==> config.mk <==
export PLATFORM = sky130hd
export DESIGN_NAME = pc_fetch_unit
export DESIGN_NICKNAME = d
export VERILOG_FILES = /design/src/rtl/pc_fetch_unit.sv
export SDC_FILE = /design/constraint.sdc
export NUM_CORES = 1
export LEC_CHECK = 0
export ABC_AREA = 1
export CAP_MARGIN = 20
export CORE_UTILIZATION = 30
export CTS_CLUSTER_DIAMETER = 150
export DETAILED_ROUTE_END_ITERATION = 12
export GPL_TIMING_DRIVEN = 0
export RECOVER_POWER = 100
export SYNTH_ARGS = -nofsm -noshare
export SYNTH_HDL_FRONTEND = slang
export SYNTH_SLANG_ARGS = --single-unit
==> constraint.sdc <==
create_clock -name clk -period 2.3 [get_ports clk]
set_input_delay 0.575 -clock clk [delete_from_list [all_inputs] [get_ports clk]]
set_output_delay 0.575 -clock clk [all_outputs]
set_load 0.02 [all_outputs]
==> src/rtl/pc_fetch_unit.sv <==
// Fetch-stage program counter: issues one word address per cycle into the
// program window, applies stall/jump/branch redirects, halts on an illegal next PC.
module pc_fetch_unit #(
   parameter logic [31:0] PROG_BASE = 32'h31B0,
   parameter logic [31:0] PROG_LAST = 32'h35AF
) (
   input  logic        clk,
   input  logic        rst_n,
   input  logic        stall,
   input  logic        jump,
   input  logic [25:0] jump_target,
   input  logic        branch_taken,
   input  logic [31:0] branch_target,
   output logic [31:0] pc_out,
   output logic [31:0] pc_plus4,
   output logic        fetch_valid,
   output logic        fault,
   output logic [31:0] fault_addr
);

   typedef enum logic [1:0] {
      BOOT = 2'd0,
      RUN  = 2'd1,
      HALT = 2'd2
   } state_t;

   state_t      state;
   logic [31:0] cand;
   logic        cand_ok;

   assign pc_plus4 = pc_out + 32'd4;

   // Priority: stall > jump > branch > sequential.
   always_comb begin
      cand = pc_plus4;
      if (stall)             cand = pc_out;
      else if (jump)         cand = {pc_plus4[31:28], jump_target, 2'b00};
      else if (branch_taken) cand = branch_target;
   end

   assign cand_ok = (cand[1:0] == 2'b00) && (cand >= PROG_BASE) &&
                    (cand <= (PROG_LAST - 32'd3));

   always_ff @(posedge clk or negedge rst_n) begin
      if (!rst_n) begin
         state       <= BOOT;
         pc_out      <= PROG_BASE;
         fetch_valid <= 1'b0;
         fault       <= 1'b0;
         fault_addr  <= 32'd0;
      end else begin
         case (state)
            BOOT: begin
               state       <= RUN;
               fetch_valid <= 1'b1;
            end
            RUN: begin
               if (cand_ok) begin
                  pc_out <= cand;
               end else begin
                  // Keep the last legal PC; report the rejected one.
                  state       <= HALT;
                  fetch_valid <= 1'b0;
                  fault       <= 1'b1;
                  fault_addr  <= cand;
               end
            end
            HALT: begin
               state <= HALT;
            end
            default: begin
               state       <= HALT;
               fetch_valid <= 1'b0;
            end
         endcase
      end
   end

endmodule
==> impl_metrics.ini <==
[min_path]
min-delay-start = fault
hold_path_depth = 2
min_to = fault
min_path_type = flip-flop to flip-flop

[cells_and_area]
final_util_pct = 50.9
nFillCells = 1661
nNetsFinal = 1092
n_antenna_cell = 0
area_delta_synth_final_pct = 63.3
drive_gt1_share_pct = 28.4

[global_routing]
grt_usage_pct = 23.9
grt_max_degree = 69
grt_pass1_wl_um = 31400
antenna_found_initial = 0
overflow = 0
grt_pass1_vias = 5812

[logic_synthesis]
yosysUniqueCellTypes = 36
yosys-top-cells-area = dfrtp_1 (31%), nand2_1 (23%), nand3_1 (8.3%), inv_1 (7.4%), nor2_1 (7.3%)
synth_area_um2 = 5020
ys_seq_area_share_pct = 34.0
synthFlopType = dfrtp_1
synth_top_area_share_pct = 30.9
syn_inst = 810
yosysMostFrequentCell = nand2_1
ys_warn_count = 0
syn_area_per_cell_um2 = 6.20
synth_top_cell_by_area = dfrtp_1
syn_nets = 874
ys_ff_latch = 68
ys_async_sr_fraction_pct = 100
synth_common_cells = nand2_1 (313), inv_1 (99), nor2_1 (97)
synth_edf_count = 0

[detailed_routing]
wl_per_cell_um = 16.4
vias = 5999
wl_um = 20500
drt-initial-drc-count = 491
vias_per_cell = 4.80
route.detailed.drc = 0
antenna_left = 0
dr.pass1.iters = 5

[floorplanning]
rows = 46
die_h_um = 131
io_pins = 161
coreArea_um2 = 16100
die_w_um = 131
die_area_um2 = 17300
start_util_pct = 31.2

[worst_setup_path]
cp_cell_sequence = nand2_4 > nor2_4 > buf_4 > buf_4 > nand3_2 > nand3_2 > nand2_1 > nand3_4 > nor2_1 > nand3_1 > nand2_1 > nand2_2 > nand2_2 > nor2_8 > nand3_4 > buf_12 > buf_6 > nand2_1 > inv_1
r2r-start = pc_out[7]
critPathMaxStageDelay_ns = 0.62
cp_top_family = simple AND/OR/NAND/NOR gates
reg2reg_slack_ns = -0.47
crit_fanout = 10
path_buf_inv = 5
critPathCaptureType = flip-flop
worst_r2r_path_depth = 19
worstPathRequired_ns = 2.54
cp_common_cell = nand2_1
arrival_ns = 3.01
slowest_stage = dfstp_2
crit_type = flip-flop to flip-flop
start_kind = flip-flop
r2r_end = pc_out[25]

[timing]
worst_slew_pin_slew_ns = 1.73
maxSlewViolCount = 69
hold_viol = 0
timing.setup.tns_ns = -30.99
finalCriticalPeriod_ns = 2.77
setup_viol = 91
period_share_pct = 120
worst_slack_ns = -0.467
rsz0062_at_grt = true
fmax_mhz = 361
fin_hold_ws_ns = 0.457
finClkSkew_ns = 0.00771
slew_headroom_pct = -15.2

[cts]
postCtsHoldBufs = 0
cts_tree = yes
insertion_delay_ns = 0.35
clk_pin_slew_ns = 0.06
htreeDepth = 3
ctsRootBufferMaster = clkbuf_16
clk_path_buf_depth = 2
cts.sinks = 68
numCtsBuffers = 9

[placement]
gp_congestion = 0.915
place_hpwl_um = 15400
dp_slack_ns = -1.56
io_buffers = 159

[run]
maxCapViolations = 1

[pwr]
ir_worst_vdd_v = 0.000394
power_w = 0.00348
powerDensity_nw_per_um2 = 425
p_leak_nw = 4.22

[status]
status = complete, but fails checks
violations = max-capacitance violations, max-slew violations, negative setup slack
## through the flow
| stage | std cells | cell area [um2] |
|---|---|---|
| final | 1249 | 8200 |
| after floorplan | 810 | 5120 |
| after global routing | 1249 | 8200 |
| after CTS | 1234 | 7780 |
| after detailed placement | 1185 | 6980 |
| after global placement | 1185 | 6990 |
## layout by cell type (no fill, tap or decap), types with 5 or more instances in the layout
cell type / Yosys / layout
nand2_2: 9 / 49
o21ai_0: 24 / 24
dfstp_2: 6 / 6
inv_1: 99 / 93
nand3_4: 1 / 5
dfrtp_1: 62 / 50
inv_2: 11 / 12
nand3_2: 3 / 13
a21oi_2: 4 / 10
nand4_1: 15 / 15
dlygate4sd3_1: 0 / 52
nand2_4: 1 / 7
nor2_2: 11 / 18
dfrtp_2: 0 / 12
buf_2: 10 / 6
o22ai_1: 5 / 5
nor2_1: 97 / 69
clkbuf_16: 0 / 9
nand3_1: 83 / 69
clkbuf_2: 0 / 5
nand2_1: 313 / 266
buf_6: 7 / 23
clkbuf_1: 5 / 6
nor2_4: 3 / 24
clkdlybuf4s50_1: 0 / 72
buf_4: 3 / 59
## registers in the layout (all words and copies together), names as in the netlist
name         cells
fault            1
fault_addr      32
fetch_valid      1
pc_out          32
state            2
## layout make-up
cell class,instances,area [um2],share of cell area [%]
clock inverters,4,72.6,0.885
clock buffers,12,246,3.01
inverters,110,427,5.20
repair buffers,207,1970,24.0
multi-input cells,604,3250,39.7
plain buffers,28,236,2.88
well taps,216,270,3.30
flip-flops and latches,68,1720,21.0
## kinds of logic (layout without fill, tap and decap cells)
group | Yosys count | in the layout | share of synthesized area (%)
AND/OR/NAND/NOR | 546 | 546 | 47.0
AO/OA/AOI/OAI | 57 | 57 | 6.88
adder cells (fa/ha/maj) | 1 | 1 | 0.249
flip-flops | 68 | 68 | 34.0
buffers and inverters | 138 | 361 | 11.8
## timing repair
action | CTS | global route
pin swaps | 29 | 50
setup endpoints to repair | 97 | 97
cloned | 1 | 0
buffers inserted | 32 | 16
gates resized for setup | 179 | 140
## tightest hold or removal path, cell delays in order, from the launching register on
cell and delay [ns]:
dfrtp_1 0.34, inv_1 0.04, nand2_1 0.05
## routing by layer
metal / track usage (%) / up-vias / share of wire [%]
met5: 0 / - / 0
met4: 9.50 / 0 / 2.7
met3: 5.09 / 41 / 8.3
met2: 38.6 / 250 / 46
met1: 31.0 / 2752 / 43
li1: - / 2956 / -
## worst max path at each step
stage,cells past startpoint,endpoint,startpoint,slack (ns)
floorplan,16,pc_out[6],pc_out[7],-0.13
global placement,1,pc_out[3],rst_n,-2.02
detailed placement,14,pc_out[6],branch_taken,-1.56
CTS,18,pc_out[6],pc_out[7],-0.41
global route,16,fault_addr[19],pc_out[4],-0.62
finish,19,pc_out[25],pc_out[7],-0.47
## where the power goes
part	internal, W	switching, W
Clock	0.000977	0.000539
Combinational	0.000296	0.000404
Sequential	0.00124	0.0000243
Total	0.00252	0.000968
(Power assumes the default switching activity.)
